--- src/rtl/codepoint_mark_pkg.sv ---
// Shared types and constants for the codepoint <-> mark translator.
package codepoint_mark_pkg;

    localparam int CPM_DATA_W = 32;

    typedef enum logic [1:0] {
        IDLE,
        SCAN,
        RESP
    } state_t;

    localparam logic MODE_MARK_FOR_CP = 1'b0;
    localparam logic MODE_CP_FOR_MARK = 1'b1;

    localparam logic [CPM_DATA_W-1:0] NO_MARK = '0;

    typedef struct packed {
        logic                  valid;
        logic [CPM_DATA_W-1:0] lo;
        logic [CPM_DATA_W-1:0] hi;
        logic [CPM_DATA_W-1:0] base;
    } range_entry_t;

endpackage

--- src/rtl/codepoint_range_match.sv ---
// Tests one table entry against the key in either direction.
module codepoint_range_match
    import codepoint_mark_pkg::*;
#(
    parameter int DATA_W = CPM_DATA_W
) (
    input  range_entry_t      entry,
    input  logic [DATA_W-1:0] key,
    input  logic              mode,
    output logic              hit,
    output logic              below,
    output logic [DATA_W-1:0] result
);

    logic [DATA_W-1:0] w_span;

    assign w_span = entry.hi - entry.lo;

    always_comb begin
        hit    = 1'b0;
        below  = 1'b0;
        result = NO_MARK;
        case (mode)
            MODE_MARK_FOR_CP: begin
                if (key < entry.lo) begin
                    below = 1'b1;
                end else if (key <= entry.hi) begin
                    hit    = 1'b1;
                    result = entry.base + (key - entry.lo);
                end
            end
            MODE_CP_FOR_MARK: begin
                // Mark 0 never maps to a codepoint, whatever the table says.
                if ((key == '0) || (key < entry.base)) begin
                    below = 1'b1;
                end else if (key <= entry.base + w_span) begin
                    hit    = 1'b1;
                    result = entry.lo + (key - entry.base);
                end
            end
            default: ;
        endcase
    end

endmodule

--- src/rtl/codepoint_mark_map.sv ---
// Runtime-loadable codepoint <-> mark translator: linear scan of a sorted
// range table, one entry per cycle, behind a call/return handshake.
module codepoint_mark_map
    import codepoint_mark_pkg::*;
#(
    parameter int DATA_W     = CPM_DATA_W,
    parameter int NUM_RANGES = 16,
    parameter int IDX_W      = $clog2(NUM_RANGES)
) (
    input  logic              clock,
    input  logic              reset,
    input  logic              start,
    input  logic              mode,
    input  logic [DATA_W-1:0] c,
    output logic              busy,
    output logic              done,
    input  logic              stall,
    output logic [DATA_W-1:0] returndata,
    input  logic              cfg_we,
    input  logic [IDX_W-1:0]  cfg_addr,
    input  logic              cfg_valid,
    input  logic [DATA_W-1:0] cfg_lo,
    input  logic [DATA_W-1:0] cfg_hi,
    input  logic [DATA_W-1:0] cfg_base,
    output logic              cfg_err
);

    localparam logic [IDX_W-1:0] LAST_IDX = IDX_W'(NUM_RANGES - 1);

    state_t            r_state;
    state_t            w_state_next;
    logic [IDX_W-1:0]  r_idx;
    logic [IDX_W-1:0]  w_idx_next;
    logic [DATA_W-1:0] r_key;
    logic              r_mode;
    logic [DATA_W-1:0] r_result;
    logic              w_load_result;
    logic [DATA_W-1:0] w_result_next;
    logic              r_cfg_err;

    range_entry_t      r_table [NUM_RANGES];
    range_entry_t      w_entry;
    logic              w_hit;
    logic              w_below;
    logic [DATA_W-1:0] w_match_result;
    logic              w_addr_ok;
    logic              w_wr_en;

    assign w_addr_ok = ({1'b0, cfg_addr} < (IDX_W+1)'(NUM_RANGES));
    assign w_wr_en   = cfg_we && (r_state == IDLE) && w_addr_ok;

    genvar gi;
    generate
        for (gi = 0; gi < NUM_RANGES; gi++) begin : g_entry
            always_ff @(posedge clock or posedge reset) begin
                if (reset) begin
                    r_table[gi] <= '0;
                end else if (w_wr_en && (cfg_addr == IDX_W'(gi))) begin
                    r_table[gi] <= '{valid: cfg_valid, lo: cfg_lo, hi: cfg_hi, base: cfg_base};
                end
            end
        end
    endgenerate

    assign w_entry = r_table[r_idx];

    codepoint_range_match #(
        .DATA_W (DATA_W)
    ) u_match (
        .entry  (w_entry),
        .key    (r_key),
        .mode   (r_mode),
        .hit    (w_hit),
        .below  (w_below),
        .result (w_match_result)
    );

    always_comb begin
        w_state_next  = r_state;
        w_idx_next    = r_idx;
        w_load_result = 1'b0;
        w_result_next = NO_MARK;
        case (r_state)
            IDLE: begin
                if (start) begin
                    w_state_next = SCAN;
                    w_idx_next   = '0;
                end
            end
            SCAN: begin
                // Sorted table: an invalid entry or a key below this range ends the search.
                if (!w_entry.valid || w_below) begin
                    w_state_next  = RESP;
                    w_load_result = 1'b1;
                end else if (w_hit) begin
                    w_state_next  = RESP;
                    w_load_result = 1'b1;
                    w_result_next = w_match_result;
                end else if (r_idx == LAST_IDX) begin
                    w_state_next  = RESP;
                    w_load_result = 1'b1;
                end else begin
                    w_idx_next = r_idx + IDX_W'(1);
                end
            end
            RESP: begin
                if (!stall) begin
                    w_state_next = IDLE;
                end
            end
            default: w_state_next = IDLE;
        endcase
    end

    always_ff @(posedge clock or posedge reset) begin
        if (reset) begin
            r_state   <= IDLE;
            r_idx     <= '0;
            r_key     <= '0;
            r_mode    <= MODE_MARK_FOR_CP;
            r_result  <= NO_MARK;
            r_cfg_err <= 1'b0;
        end else begin
            r_state   <= w_state_next;
            r_idx     <= w_idx_next;
            r_cfg_err <= cfg_we && !((r_state == IDLE) && w_addr_ok);
            if ((r_state == IDLE) && start) begin
                r_key  <= c;
                r_mode <= mode;
            end
            if (w_load_result) begin
                r_result <= w_result_next;
            end
        end
    end

    assign busy       = (r_state != IDLE);
    assign done       = (r_state == RESP);
    assign returndata = r_result;
    assign cfg_err    = r_cfg_err;

endmodule
--- config.mk ---
export PLATFORM = sky130hd
export DESIGN_NAME = codepoint_mark_map
export DESIGN_NICKNAME = d
export VERILOG_FILES = /design/src/rtl/codepoint_mark_pkg.sv /design/src/rtl/codepoint_range_match.sv /design/src/rtl/codepoint_mark_map.sv
export SDC_FILE = /design/constraint.sdc
export NUM_CORES = 2
export LEC_CHECK = 0
export ABC_CLOCK_PERIOD_IN_PS = 130900
export BUFFER_PORTS_ARGS = -buffer_cell sky130_fd_sc_hd__buf_2
export CORE_ASPECT_RATIO = 1.4
export CORE_MARGIN = 2
export CORE_UTILIZATION = 55
export DETAILED_ROUTE_END_ITERATION = 10
export GPL_TIMING_DRIVEN = 1
export PLACE_DENSITY = 0.71
export SYNTH_ARGS = -nofsm -noshare
export SYNTH_HDL_FRONTEND = slang
export SYNTH_SLANG_ARGS = --single-unit
--- constraint.sdc ---
create_clock -name clock -period 130.9 [get_ports clock]
set_input_delay 26.18 -clock clock [delete_from_list [all_inputs] [get_ports clock]]
set_output_delay 26.18 -clock clock [all_outputs]
set_load 0.05 [all_outputs]
Word level (Yosys, flattened, before mapping). Cells that the tools add are included.

Flip-flop bits (word level): 1624. Bits of input ports: 139. Output and inout port bits: 35. Word-level logic and storage cells: 172.

$add $sub $neg: 7. $lt $le $gt $ge: 5. Equal/unequal tests: 24. Muxes and demuxes: 34. Bitwise operators: 2. Reductions and logical operators: 30.

Operator list (number): 97-bit binary-select mux with 4-bit select (1); 32-bit 2-to-1 mux (7); 97-bit 2-to-1 mux (2); 32-bit adder (3); 32-bit subtractor (3); 32-bit <= comparator (2); 32-bit < comparator (2); 32-bit one-hot mux with 2 select lines (1); 4-bit == test (second input constant) (9); 32-bit logical NOT (1); 1-bit logical AND (19); 4-bit by 3-bit == test with 1-bit output (second input constant) (4); 4-bit 2-to-1 mux (4); 1-bit 2-to-1 mux (10); 2-bit 2-to-1 mux (5); 2-bit != test (second input constant) (5); 4-bit by 2-bit == test with 1-bit output (second input constant) (2); 4-bit one-hot mux with 2 select lines (1); 2-bit one-hot mux with 3 select lines (1); 5-bit >= comparator (second input constant) (1); 4-bit NOT with 5-bit output (1); 5-bit AND reduction (1); 4-bit by 1-bit adder with 4-bit output (second input constant) (1); 4-bit by 1-bit == test with 1-bit output (second input constant) (1); other kinds (11) (15).

Depth between registers and ports, before layout.
Depth after elaboration: 13. Depth in mapped cells: 34.

Hierarchy. A second synthesis with hierarchy kept.

Cell total of the unflattened synthesis: 5791. Area total of the unflattened synthesis: 83590.2 µm².

Modules (own cells, without submodules): codepoint_mark_map (times used 1, cells an instance 4369, area an instance 72764.8 µm², sequential area each 40639.0 µm²); codepoint_range_match (times used 1, cells an instance 1422, area an instance 10825.4 µm², sequential area each 0.0 µm²).

Worst setup path after synthesis. OpenSTA, ideal clock, no wires.

Path kind: input-to-reg. Start point: in cfg_addr[2]. End point: reg r_table[1455] (netlist bit). Library setup time: 0.125 ns. Data arrival time: 28.129 ns. Required time: 130.775 ns. Slack: 102.646 ns. Cell stages on the path: 6. Path through: or3_1 clkbuf_1 nor3_1 clkbuf_1 clkbuf_1 mux2_2.

Longest elaborated chain between the ends: 2.

RTL lines: from (decl) (line codepoint_mark_map.sv:20) `input logic [IDX_W-1:0] cfg_addr,`; 4-bit logical NOT (line codepoint_mark_map.sv:58) `end else if (w_wr_en && (cfg_addr == IDX_W'(gi))) begin`; 1-bit logical AND (line codepoint_mark_map.sv:58); to (signal, indexed assignment) (line codepoint_mark_map.sv:59) `r_table[gi] <= '{valid: cfg_valid, lo: cfg_lo, hi: cfg_hi, base: cfg_base};`; to (decl) (line codepoint_mark_map.sv:41) `range_entry_t r_table [NUM_RANGES];`.

Every way passes these cells. A chain may end at the register's enable or synchronous reset.

==> impl_metrics.ini <==
[outcome]
status = finished, final reports clean

[drt]
drc = 0
totalWireLength_mm = 206
vias = 47900
antenna_left = 0
drt_iter0_markers = 3498
via_per_inst = 6.26
first_pass_iters = 5
routedWlPerCell_microns = 27.0

[clock_network]
cts_setup_buffers = 0
cts_hold_buf = 0
clockBufferDepth = 3
cts_root_buf = clkbuf_16
clk_pin_slew_ns = 0.06
numCtsBuffers = 157
cts_resized = 0
cts_tree = yes
insertion_delay_ns = 0.82
cts_sinks = 1624
cts-htree-levels = 4

[layout]
syn2layout_area_growth_pct = 9.63
finalNetCount = 6035
final_cell_mix = dfrtp_1 (1620), mux2_2 (1553), mux4_2 (484), inv_1 (290), ha_1 (222)
drive_above_1_share_pct = 44.9
layout_commonest_cell = dfrtp_1
instances_no_fill = 7648
seqCellArea_sq_um = 40700
multiInputGateArea_sq_um = 38600
fill_cells = 11200

[placed_design]
hpwl_mm = 129
gp_congestion = 0.923
place_inst = 7365
io_buffers = 173

[critical_path]
path_cells = buf_2 -> inv_8 -> buf_4 -> buf_12 -> buf_4 -> buf_12 -> buf_4 -> buf_4
cp_max_fo = 177
required_ns = 131.66
cp-start-kind = input pin
crit_buf_inv = 8
ff2ff_path_depth = 28
end_kind = asynchronous set/reset pin
cpPeakStageDelay_ns = 1.00
worstSetupPathType = in -> async
path_delay_family = buffers and inverters
crit_slowest_cell = buf_4
cp_data_arrival_time_ns = 32.03
cp.depth = 8
crit_top_cell = buf_4

[global_route]
grt_use_total_pct = 27.8
grt_max_degree = 186
overflow = 0
grt_pass1_wl_mm = 317
grt_pass1_vias = 50500
antenna_found_initial = 29

[synthesis]
yosysSeqAreaShare_pct = 49.8
synthDistinctLibCells = 74
synth_warnings = 0
avgSynthCellArea_sq_um = 14.7
ys_seq_elements = 1624
async_flop_share_pct = 100
synth_edf_count = 0
syn_nets = 6025
netlist_area_sq_um = 81700
syn_inst = 5571
ys.flop_type = dfrtp_1

[timing]
fin_crit_sh_pct = 23.9
worstMarginPinSlew_ns = 1.23
rsz0062_at_grt = no
fin_crit_ns = 31.28
drv_slew = 0
setup_viol = 0
hold_viol_final = 0
relSlewSlack_pct = 17.9
tns_ns = 0
fin_worst_skew_ns = 0.0454
fmax_ghz = 0.0320

[floorplanning]
initial_utilization_pct = 55.3
dieArea_sq_um = 152000
rows = 167
ioPinCount = 174
die_h_microns = 460
die_width_microns = 330
core-area_sq_um = 148000

[job]
drv_cap = 0

[hold_path]
hp-class = reg -> reg
min_delay_path_depth = 2
==> through the flow <==
| step | hold WS, ns | instance area (sq um) | utilization [%] | setup WS (ns) |
|---|---|---|---|---|
| floorplan | 0.474 | 81700 | - | 58.89 |
| global placement | 0.466 | 84300 | 57.0 | 98.74 |
| detailed placement | 0.471 | 84300 | 57.0 | 98.56 |
| CTS | 0.485 | 89500 | 60.6 | 99.40 |
| global route | 0.506 | 89500 | 60.6 | 98.72 |
| finish | 0.476 | 89500 | 60.6 | 99.62 |
==> layout make-up <==
class	count	area share [%]
Multi-Input combinational cell	3263	43.1
Inverter	291	1.23
Sequential cell	1624	45.4
Antenna cell	5	0.0140
Clock buffer	232	5.22
Clock inverter	46	0.660
Timing Repair Buffer	244	1.66
Tap cell	1943	2.72
==> cell usage after synthesis, types with 7 or more instances <==
master    instances  share of area [%]
dfrtp_1        1624                 50
mux2_2         1553                 21
mux4_2          484                 13
clkbuf_1        301                1.4
inv_1           291                1.3
ha_1            222                3.4
nand2_1         149               0.68
a21oi_1         119               0.73
o21ai_0         111               0.68
fa_1             93                2.3
buf_1            84               0.39
nor2_1           62               0.28
xnor2_1          45               0.48
xor2_1           42               0.45
a21o_1           41               0.38
nand3_1          41               0.25
nor3_1           25               0.15
nand4_1          24               0.18
a211oi_1         22               0.20
nor2b_1          18               0.14
a22oi_1          16               0.15
a22o_1           15               0.16
nand2b_1         14               0.11
o211ai_1         14               0.13
o21a_1           14               0.13
nor4_1           12              0.092
and3_1           11              0.084
a31oi_1           8              0.061
and4_1            8              0.086
buf_2             7              0.043
o21bai_1          7              0.064
==> state kept, by name, summed over array words and instances, names as in the netlist <==
| signal | count |
|---|---|
| r_mode | 1 |
| returndata | 32 |
| r_table | 1552 |
| r_idx | 4 |
| r_state | 2 |
| r_key | 32 |
| cfg_err | 1 |
==> kinds of logic (layout without fill, tap and decap cells) <==
kind of cell | count (synthesis) | count (layout) | synth area share (%)
AO/OA/AOI/OAI | 429 | 429 | 3.35
XOR/XNOR | 87 | 87 | 0.933
adder cells (fa/ha/maj) | 315 | 315 | 5.68
buffers and inverters | 684 | 813 | 3.16
flip-flops | 1624 | 1624 | 49.8
multiplexers | 2042 | 2042 | 34.8
other | 0 | 5 | 0
AND/OR/NAND/NOR | 390 | 390 | 2.29
==> path summary, 6_finish.rpt <==
path | startpoint | endpoint | slack [ns]
setup / recovery | reset | r_table[931]$_DFFE_PP0P_ | 99.62
hold / removal | returndata[6]$_DFFE_PP0P_ | returndata[6]$_DFFE_PP0P_ | 0.48
setup reg to reg | r_idx[0]$_DFFE_PP0P_ | returndata[30]$_DFFE_PP0P_ | 119.61
hold reg to reg | returndata[6]$_DFFE_PP0P_ | returndata[6]$_DFFE_PP0P_ | 0.48
max in group clock | cfg_addr[2] | r_table[442]$_DFFE_PP0P_ | 101.88
min in group asynchronous | reset | r_table[871]$_DFFE_PP0P_ | 25.54
==> worst register-to-register path, delay by kind of cell (launching register included) <==
kind | cells | cell delay [ns]
AOI/OAI and AO/OA | 14 | 3.78
adders and majority gates | 3 | 1.17
buffers and inverters | 4 | 2.58
DFF | 1 | 0.96
muxes | 2 | 1.29
and+or+nand+nor | 5 | 1.45
==> layer usage <==
layer / global-route usage (%) / part of all wire [%]
met2: 45.1 / 49
met1: 39.5 / 44
met5: 0 / 0.083
met4: 7.46 / 2.5
met3: 4.13 / 4.9
Power is left out: the tool's default activity adds up to more than one toggle a clock period on the data nets, which glitch-free logic cannot reach.
